==> src/rtl/mux_rr_arbiter.sv <==
// mux_rr_arbiter: 3-way round-robin arbiter with registered grant/select and a muxed data path.
// Define ARB_BURST_LIMIT_EN to release a grant once MAX_BURST beats have been accepted.
module mux_rr_arbiter #(
  parameter int WIDTH     = 3,
  parameter int MAX_BURST = 4
) (
  input  logic             clk,
  input  logic             rst,
  input  logic [2:0]       req,
  input  logic [WIDTH-1:0] a,
  input  logic [WIDTH-1:0] b,
  input  logic [WIDTH-1:0] c,
  input  logic             y_ready,
  output logic [2:0]       gnt,
  output logic [1:0]       sel,
  output logic [WIDTH-1:0] y,
  output logic             y_valid,
  output logic             busy
);
  typedef enum logic {IDLE = 1'b0, GRANT = 1'b1} state_t;
  localparam logic [1:0] SEL_NONE = 2'd3;

  if (MAX_BURST < 1 || MAX_BURST > 15) begin : g_bad_max_burst
    $error("mux_rr_arbiter: MAX_BURST must be within 1..15");
  end

  state_t     state_r, state_nxt_s;
  logic [2:0] gnt_r, gnt_nxt_s;
  logic [1:0] sel_r, sel_nxt_s;
  logic [1:0] last_r, last_nxt_s;
  logic [1:0] winner_s;
  logic       own_req_s, accept_s, burst_done_s, release_s;

  function automatic logic [1:0] rr_next(input logic [1:0] idx);
    rr_next = (idx >= 2'd2) ? 2'd0 : idx + 2'd1;
  endfunction

  // First set request searching upward from start with wrap; SEL_NONE when nobody asks.
  function automatic logic [1:0] rr_pick(input logic [2:0] r, input logic [1:0] start);
    logic [1:0] idx;
    rr_pick = SEL_NONE;
    for (int k = 2; k >= 0; k--) begin
      idx = 2'((int'(start) + k) % 3);
      if (r[idx]) begin
        rr_pick = idx;
      end else begin
        rr_pick = rr_pick;
      end
    end
  endfunction

  // Request and data of the currently selected requester.
  always_comb begin
    own_req_s = 1'b0;
    y         = {WIDTH{1'b0}};
    case (sel_r)
      2'd0:    begin own_req_s = req[0]; y = a; end
      2'd1:    begin own_req_s = req[1]; y = b; end
      2'd2:    begin own_req_s = req[2]; y = c; end
      default: begin own_req_s = 1'b0;   y = {WIDTH{1'b0}}; end
    endcase
  end

  assign busy      = (state_r == GRANT);
  assign y_valid   = busy && own_req_s;
  assign accept_s  = y_valid && y_ready;
  assign release_s = busy && (!own_req_s || burst_done_s);
  assign gnt       = gnt_r;
  assign sel       = sel_r;

`ifdef ARB_BURST_LIMIT_EN
  logic [3:0] cnt_r, cnt_nxt_s;
  assign burst_done_s = accept_s && (cnt_r == 4'(MAX_BURST - 1));

  // Beat counter register.
  always_ff @(posedge clk or posedge rst) begin
    if (rst) begin
      cnt_r <= 4'd0;
    end else begin
      cnt_r <= cnt_nxt_s;
    end
  end
`else
  logic unused_accept_s;
  assign unused_accept_s = accept_s;
  assign burst_done_s    = 1'b0;
`endif

  // Next-state: in GRANT last_r equals the granted index, so rr_next(last_r) is granted+1.
  always_comb begin
    state_nxt_s = state_r;
    gnt_nxt_s   = gnt_r;
    sel_nxt_s   = sel_r;
    last_nxt_s  = last_r;
`ifdef ARB_BURST_LIMIT_EN
    cnt_nxt_s   = cnt_r;
`endif
    winner_s    = rr_pick(req, rr_next(last_r));
    case (state_r)
      IDLE, GRANT: begin
        if (state_r == IDLE || release_s) begin
          if (winner_s != SEL_NONE) begin
            state_nxt_s = GRANT;
            gnt_nxt_s   = 3'b001 << winner_s;
            sel_nxt_s   = winner_s;
            last_nxt_s  = winner_s;
`ifdef ARB_BURST_LIMIT_EN
            cnt_nxt_s   = 4'd0;
`endif
          end else begin
            state_nxt_s = IDLE;
            gnt_nxt_s   = 3'b000;
            sel_nxt_s   = SEL_NONE;
          end
        end else begin
`ifdef ARB_BURST_LIMIT_EN
          if (accept_s) begin
            cnt_nxt_s = cnt_r + 4'd1;
          end else begin
            cnt_nxt_s = cnt_r;
          end
`endif
          state_nxt_s = GRANT;
        end
      end
      default: begin
        state_nxt_s = IDLE;
        gnt_nxt_s   = 3'b000;
        sel_nxt_s   = SEL_NONE;
      end
    endcase
  end

  // Arbiter state, grant, select and round-robin pointer registers.
  always_ff @(posedge clk or posedge rst) begin
    if (rst) begin
      state_r <= IDLE;
      gnt_r   <= 3'b000;
      sel_r   <= SEL_NONE;
      last_r  <= 2'd2;
    end else begin
      state_r <= state_nxt_s;
      gnt_r   <= gnt_nxt_s;
      sel_r   <= sel_nxt_s;
      last_r  <= last_nxt_s;
    end
  end
endmodule

==> config.mk <==
export PLATFORM = sky130hd
export DESIGN_NAME = mux_rr_arbiter
export DESIGN_NICKNAME = d
export VERILOG_FILES = /design/src/rtl/mux_rr_arbiter.sv
export SDC_FILE = /design/constraint.sdc
export NUM_CORES = 1
export LEC_CHECK = 0
export ABC_AREA = 1
export BUFFER_PORTS_ARGS = -buffer_cell sky130_fd_sc_hd__buf_4
export CELL_PAD_IN_SITES_DETAIL_PLACEMENT = 0
export CELL_PAD_IN_SITES_GLOBAL_PLACEMENT = 1
export CORE_MARGIN = 2
export CORE_UTILIZATION = 28
export DETAILED_ROUTE_END_ITERATION = 16
export HOLD_SLACK_MARGIN = 0.03
export PLACE_DENSITY_LB_ADDON = 0.25
export SETUP_SLACK_MARGIN = 0.05
export SLEW_MARGIN = 40
export SYNTH_ARGS = -nofsm -noshare
export SYNTH_HDL_FRONTEND = slang
export SYNTH_SLANG_ARGS = --single-unit
==> constraint.sdc <==
create_clock -name clk -period 1.2 [get_ports clk]
set_clock_uncertainty 0.1 [all_clocks]
set_input_delay 0.24 -clock clk [delete_from_list [all_inputs] [get_ports clk]]
set_output_delay 0.24 -clock clk [all_outputs]
set_load 0.005 [all_outputs]
## Word-level counts from Yosys, hierarchy flattened

Cells that the tools add are included.

| cells by class | value |
|---|---|
| bitwise logic cells | 1 |
| shifts and indexed selects | 1 |
| $lt $le $gt $ge | 4 |
| add/sub/neg operators | 3 |
| div/mod/pow operators | 3 |
| muxes and demuxes | 16 |
| reduce and logical (&&, ||, !) cells | 6 |
| eq/ne operators | 3 |

Operators by type and width:

| operator | number |
|---|---|
| 32-bit by 3-bit remainder unit with 32-bit output (second input constant) | 2 |
| 3-bit by 3-bit remainder unit with 32-bit output (second input constant) | 1 |
| 2-bit 2-to-1 mux | 5 |
| 2-bit by 3-bit less-than comparator with 1-bit output (second input constant) | 3 |
| 3-bit one-hot mux with 3 select lines | 1 |
| 1-bit binary-select mux with 2-bit select | 3 |
| 1-bit 2-to-1 mux | 5 |
| 2-bit by 1-bit adder with 3-bit output (second input constant) | 1 |
| 2-bit by 2-bit adder with 3-bit output (second input constant) | 1 |
| 3-bit 2-to-1 mux | 1 |
| 1-bit one-hot mux with 3 select lines | 1 |
| 1-bit by 2-bit left shift with 3-bit output (first input constant) | 1 |
| 2-bit by 1-bit adder with 2-bit output (second input constant) | 1 |
| 2-bit by 1-bit == test with 1-bit output (second input constant) | 1 |
| 2-bit == test (second input constant) | 1 |
| 2-bit >= comparator (second input constant) | 1 |
| 1-bit logical AND | 2 |
| 2-bit logical NOT | 1 |
| 2-bit != test (second input constant) | 1 |
| 2-bit AND reduction | 1 |
| 1-bit logical NOT | 1 |
| 1-bit logical OR | 1 |
| 1-bit NOT | 1 |

| word-level totals | value |
|---|---|
| input port bits | 15 |
| word-level logic and storage cells | 41 |
| bits in registers | 8 |
| output and inout bits | 10 |

## Logic depth before layout (Yosys ltp)

| logic depth | value |
|---|---|
| depth in word-level cells | 12 |
| mapped depth | 9 |
| mapped depth without buffers | 9 |

## Worst setup path before layout

No wires, ideal clock.

| path | value |
|---|---|
| path type | register -> register |
| start | register sel_r[0] (netlist: sel[0]) |
| end | register gnt_r[1] (netlist: gnt[1]) |
| stages on the path, launching flop included | 9 |
| setup time | 0.065 ns |
| setup slack | -0.124 ns |
| arrival | 1.159 ns |
| cells stage by stage | dfstp_2 -> inv_1 -> nand3_1 -> nand3_2 -> nand2_4 -> inv_4 -> nor2_4 -> nand2_1 -> nand2_1 |

| between the ends | value |
|---|---|
| word-level cells in the longest chain between the ends | 5 |

Ends and longest elaborated chain:

| what | line | source |
|---|---|---|
| start: declaration | 29 | `logic [1:0] sel_r, sel_nxt_s;` |
| start signal: assignment | 144 | `sel_r <= sel_nxt_s;` |
| 2-bit == test, or another cell as far along | 56 | `case (sel_r)` |
| 1-bit one-hot mux with 3 select lines * | 56 |  |
| 1-bit logical NOT * | 67 | `assign release_s = busy && (!own_req_s \|\| burst_done_s);` |
| 1-bit logical AND * | 67 |  |
| 1-bit logical OR * | 101 | `if (state_r == IDLE \|\| release_s) begin` |
| end signal: assignment | 143 | `gnt_r <= gnt_nxt_s;` |
| end: declaration | 28 | `logic [2:0] gnt_r, gnt_nxt_s;` |

Mark *: on every way between the ends. The rest lies on a longest branch, timed or not.
A chain may end at the register's enable or synchronous reset.

## Worst setup path after layout

| path | value |
|---|---|
| start | register sel_r[1] (netlist: sel[1]) |
| end | output y[0] |

| between the ends | value |
|---|---|
| word-level cells in the longest chain between the ends | 2 |

Ends and longest elaborated chain:

| what | line | source |
|---|---|---|
| 2-bit == test, or another cell as far along | 56 |  |
| 3-bit one-hot mux with 3 select lines * | 56 |  |
| end: declaration | 16 | `output logic [WIDTH-1:0] y,` |

Marked as above.

==> impl_table.tex <==
\begin{tabular}{lr}
\hline
Metric & Value \\
\hline
\multicolumn{2}{l}{\textbf{Floorplan}} \\
\quad X dimension of the die & 49.0 um \\
\quad Total Die Area & roughly 2400 sq um \\
\quad Number of primary I/O pins & 25 \\
\quad Floorplan die height & 49.0 um \\
\quad Std-Cell Core Area & about 1900 sq um \\
\quad Cell row count & 16 \\
\quad Starting Density & between 20\% and 30\% \\
\multicolumn{2}{l}{\textbf{Critical path}} \\
\quad Worst flop-to-flop path endpoint & sel[1] \\
\quad Worst R2R Path Depth & 8 \\
\quad Timing startpoint of the critical path & sel[1] \\
\quad Req. time, crit path & approximately 0.86 ns \\
\quad R2r startpoint & sel[1] \\
\quad Minimum setup slack among reg-to-reg paths & -0.28 ns \\
\quad Critical Path Sink & y[0] \\
\quad Data arrival time of the critical path & around 1.3 ns \\
\quad Family with the most delay on the worst path & flip-flops \\
\quad Worst setup path class & reg2out \\
\quad Worst Setup Start Kind & flip-flop \\
\quad CP max stage cell & sky130\_fd\_sc\_hd\_\_dfstp\_2 \\
\quad Peak per-stage delay on the critical path & $\sim$0.59 ns \\
\quad Nature of the critical path endpoint & primary output \\
\quad CP Buf/Inv Count & 3 \\
\quad Highest fanout seen on the critical path & 4 \\
\quad Total number of cells along the worst setup path & 5 \\
\quad Cells along the critical path & inv\_2 > buf\_6 > nand3\_2 > nand3\_2 > buf\_6 \\
\multicolumn{2}{l}{\textbf{Pwr}} \\
\quad Internal cell power & approximately 1.7 mW \\
\quad Share of power burned in combinational logic & 74.0\% \\
\quad Static leakage power & 0.570 nW \\
\quad Switching portion of total power & 45.1\% \\
\quad Net Sw Power & between 1 and 1.5 mW \\
\quad Power per cell area & 2850 nW/um\^{}2 \\
\quad Relative contribution of the clock network to total power & roughly 7\% \\
\quad Portion of total power attributed to sequential cells & 19.0\% \\
\quad Worst IR Drop VDD & $\sim$1.8 mV \\
\multicolumn{2}{l}{\textbf{Global route}} \\
\quad Antenna violations before repair & 0 \\
\quad Total congestion overflow & 0 \\
\quad Maximum number of pins on one net before global-route repair & 9 \\
\quad Tot GR Track Use & roughly 15\% \\
\quad Vias in the first global route & between 600 and 700 \\
\quad Wire length of the first global-routing pass & approximately 2800 um \\
\multicolumn{2}{l}{\textbf{Cells and area}} \\
\quad Layout fillers & between 150 and 200 \\
\quad Total inserted antenna cells & 0 \\
\quad Share of layout cells above drive strength 1 & around three quarters \\
\quad Area overhead of the layout relative to synthesis & 95.6\% \\
\quad Number of nets in the finished design & around 140 \\
\quad Area of combinational cells with multiple inputs & around 480 sq um \\
\quad Post-route cell area & between 1000 and 1500 sq um \\
\quad Area used by sequential logic in the layout & between 200 and 250 sq um \\
\multicolumn{2}{l}{\textbf{Drt}} \\
\quad Detail-routed via count per cell & roughly 4.6 \\
\quad Routed length per placed instance & roughly 12 um \\
\quad Total via count after detailed routing & 666 \\
\quad Final ANT Viol Nets & 0 \\
\quad Number of remaining DRC errors & 0 \\
\quad First drt pass iteration count & 3 \\
\quad Violation count after the first detailed-route iteration & 8 \\
\quad Wire length reported by the detailed router & roughly 1800 um \\
\multicolumn{2}{l}{\textbf{STA}} \\
\quad Worst Slack Setup Final & -0.428 ns \\
\quad Least-Margin Pin Slew & 0.301 ns \\
\quad Unrepaired setup endpoints after global routing & yes \\
\quad Fin Hold WS & 0.344 ns \\
\quad Highest clock frequency the design can meet & 614 MHz \\
\quad Setup violation total in the final timing report & 14 \\
\quad Count of pins over their slew limit & 0 \\
\quad Aggregate negative setup slack & -3.91 ns \\
\quad Max-slew headroom at the worst pin & between 70 and 80\% \\
\quad Count of final hold-check violations & 0 \\
\quad Tcrit/Tclk final & 136\% \\
\quad Post-layout min period & between 1.5 and 2 ns \\
\multicolumn{2}{l}{\textbf{Logic synthesis}} \\
\quad Synthesized area & 568 sq um \\
\quad Synthesized netlist cell count & 76 \\
\quad Yosys top cell area share & between 20\% and 30\% \\
\quad Portion of the post-synthesis area used by sequential elements & between 30\% and 40\% \\
\quad Net count after synthesis & between 90 and 100 \\
\quad Seq cells post-synth & 8 \\
\quad Number of warnings reported in the yosys synthesis log & 0 \\
\quad Number of distinct library cells after synthesis & 19 \\
\quad Library cell occupying the most area in the post-synthesis netlist & sky130\_fd\_sc\_hd\_\_dfrtp\_1 \\
\quad Synth area leaders & sky130\_fd\_sc\_hd\_\_dfrtp\_1 (22\%), sky130\_fd\_sc\_hd\_\_nand2\_1 (17\%), sky130\_fd\_sc\_hd\_\_dfstp\_2 (14\%) \\
\quad Average footprint of a synthesized cell & 7.47 sq um \\
\multicolumn{2}{l}{\textbf{Clock network}} \\
\quad CTS tree & yes \\
\quad Largest buffer count on any clock path & 2 \\
\quad Number of buffers inserted during clock tree synthesis & 3 \\
\quad H-tree Lvls & 1 \\
\quad Clock Sink Count & 8 \\
\quad Cell at the root of the clock tree & sky130\_fd\_sc\_hd\_\_clkbuf\_4 \\
\quad Clock transition time at the flip-flop clock pins of the worst setup and hold paths & around 0.050 ns \\
\quad Worst skew pair latency & 0.25 ns \\
\multicolumn{2}{l}{\textbf{Hold path}} \\
\quad Min-Delay Path Class & in2reg \\
\multicolumn{2}{l}{\textbf{Run status}} \\
\quad Violations in the final reports & negative setup slack \\
\quad Outcome & finished with violations \\
\multicolumn{2}{l}{\textbf{Placement}} \\
\quad Final GP Congestion & around 0.75 \\
\quad Instance area after placement & between 800 and 900 sq um \\
\quad Number of buffer cells added on primary ports & 23 \\
\quad HPWL after detailed placement & between 1000 and 1500 um \\
\multicolumn{2}{l}{\textbf{Run}} \\
\quad Max-capacitance violation count & 0 \\
\hline
\end{tabular}
==> Yosys cell counts <==
cell	instances
sky130_fd_sc_hd__nor2_1	1
sky130_fd_sc_hd__inv_4	1
sky130_fd_sc_hd__nor2_4	1
sky130_fd_sc_hd__nand2_4	1
sky130_fd_sc_hd__nor2_2	1
sky130_fd_sc_hd__nand3b_4	1
sky130_fd_sc_hd__nand3_4	1
sky130_fd_sc_hd__dfstp_2	3
sky130_fd_sc_hd__inv_2	3
sky130_fd_sc_hd__nand3_1	15
sky130_fd_sc_hd__nand2_2	3
sky130_fd_sc_hd__dfrtp_1	5
sky130_fd_sc_hd__inv_1	6
sky130_fd_sc_hd__o21ai_0	1
sky130_fd_sc_hd__nand2_1	25
sky130_fd_sc_hd__a21oi_1	2
sky130_fd_sc_hd__o21ai_1	2
sky130_fd_sc_hd__nand3b_2	1
sky130_fd_sc_hd__nand3_2	3
==> through the flow <==
step	total power, mW	worst slack, ns	std cells	utilization (%)
2_1_floorplan	1.49	-0.104	76	-
3_3_place_gp	2.20	-0.207	136	43.8
3_5_place_dp	2.23	-0.204	136	43.8
4_1_cts	2.78	-0.416	143	49.9
5_1_grt	3.42	-0.482	146	57.2
6_report	3.17	-0.428	146	57.2
==> cell type report <==
type / instances / share of cell area [%]
Multi-Input combinational cell: 58 / 43.5
Timing Repair Buffer: 39 / 28.9
Sequential cell: 8 / 18.4
Inverter: 10 / 3.83
Tap cell: 27 / 3.04
Clock buffer: 4 / 2.36
==> kinds of logic after synthesis <==
kind of cell	share of synthesized area (%)
AND/OR/NAND/NOR	52.6
buffers and inverters	7.05
flip-flops	35.9
AO/OA/AOI/OAI	4.40
==> worst reg2reg max path, delay by kind of cell, from the launching register on <==
family,cells,cell delay [ns]
buffers and inverters,3,0.31
AND/OR/NAND/NOR,4,0.29
flip-flops,1,0.59
AO/OA/AOI/OAI,1,0.12
==> power groups by stage <==
stage	logic, mW	registers, mW	clock network, mW
6_report	2.34	0.601	0.221
3_3_place_gp	1.64	0.563	0
4_1_cts	1.99	0.564	0.224
3_5_place_dp	1.66	0.562	0
5_1_grt	2.56	0.618	0.241
2_1_floorplan	0.897	0.592	0
==> placed cells by master (no fill, tap or decap) <==
cell                            instances
sky130_fd_sc_hd__clkbuf_4               3
sky130_fd_sc_hd__nand3_2               14
sky130_fd_sc_hd__nand3_1                2
sky130_fd_sc_hd__nand2_2               11
sky130_fd_sc_hd__dfstp_2                3
sky130_fd_sc_hd__inv_4                  2
sky130_fd_sc_hd__nand3_4                3
sky130_fd_sc_hd__nor2_4                 3
sky130_fd_sc_hd__dfrtp_1                5
sky130_fd_sc_hd__clkbuf_1               1
sky130_fd_sc_hd__buf_4                 31
sky130_fd_sc_hd__nand2_1               14
sky130_fd_sc_hd__o21ai_2                2
sky130_fd_sc_hd__nand2_4                4
sky130_fd_sc_hd__nand3b_4               2
sky130_fd_sc_hd__dlygate4sd3_1          1
sky130_fd_sc_hd__inv_2                  3
sky130_fd_sc_hd__o21ai_1                1
sky130_fd_sc_hd__buf_6                  7
sky130_fd_sc_hd__inv_1                  5
sky130_fd_sc_hd__a21oi_2                2
==> layer usage <==
layer  vias up  track usage [%]  share of wire (%)
met5         -                0                  0
met1       313             18.1                 41
met3         2             3.07                3.8
met2        19             26.3                 55
li1        332                -                  -
met4         0             2.86               0.45
==> sequential cells by signal, indices dropped and copies added (netlist names) <==
signal / flops
last_r: 2
sel: 2
busy: 1
gnt: 3
==> what timing repair did <==
| item | 4_1_cts | 5_1_grt |
|---|---|---|
| hold endpoints to repair | 5 | 0 |
| hold buffers | 1 | 0 |
| resized for setup | 15 | 31 |
| setup buffers | 2 | 4 |
| endpoints found under the setup margin | 14 | 15 |
| pin swaps | 7 | 13 |
==> worst min-delay path by stage <==
stage / start / to / slack, ns / depth (start not counted)
final: req[1] / busy / 0.34 / 5
after global routing: req[1] / busy / 0.36 / 5
after CTS: req[1] / last_r[1] / 0.33 / 4
after detailed placement: rst / gnt[2] / 0.11 / 2
after global placement: rst / busy / 0.10 / 2
after floorplan: rst / busy / -0.05 / 1
Note: power is estimated with default switching activity, not from simulation.
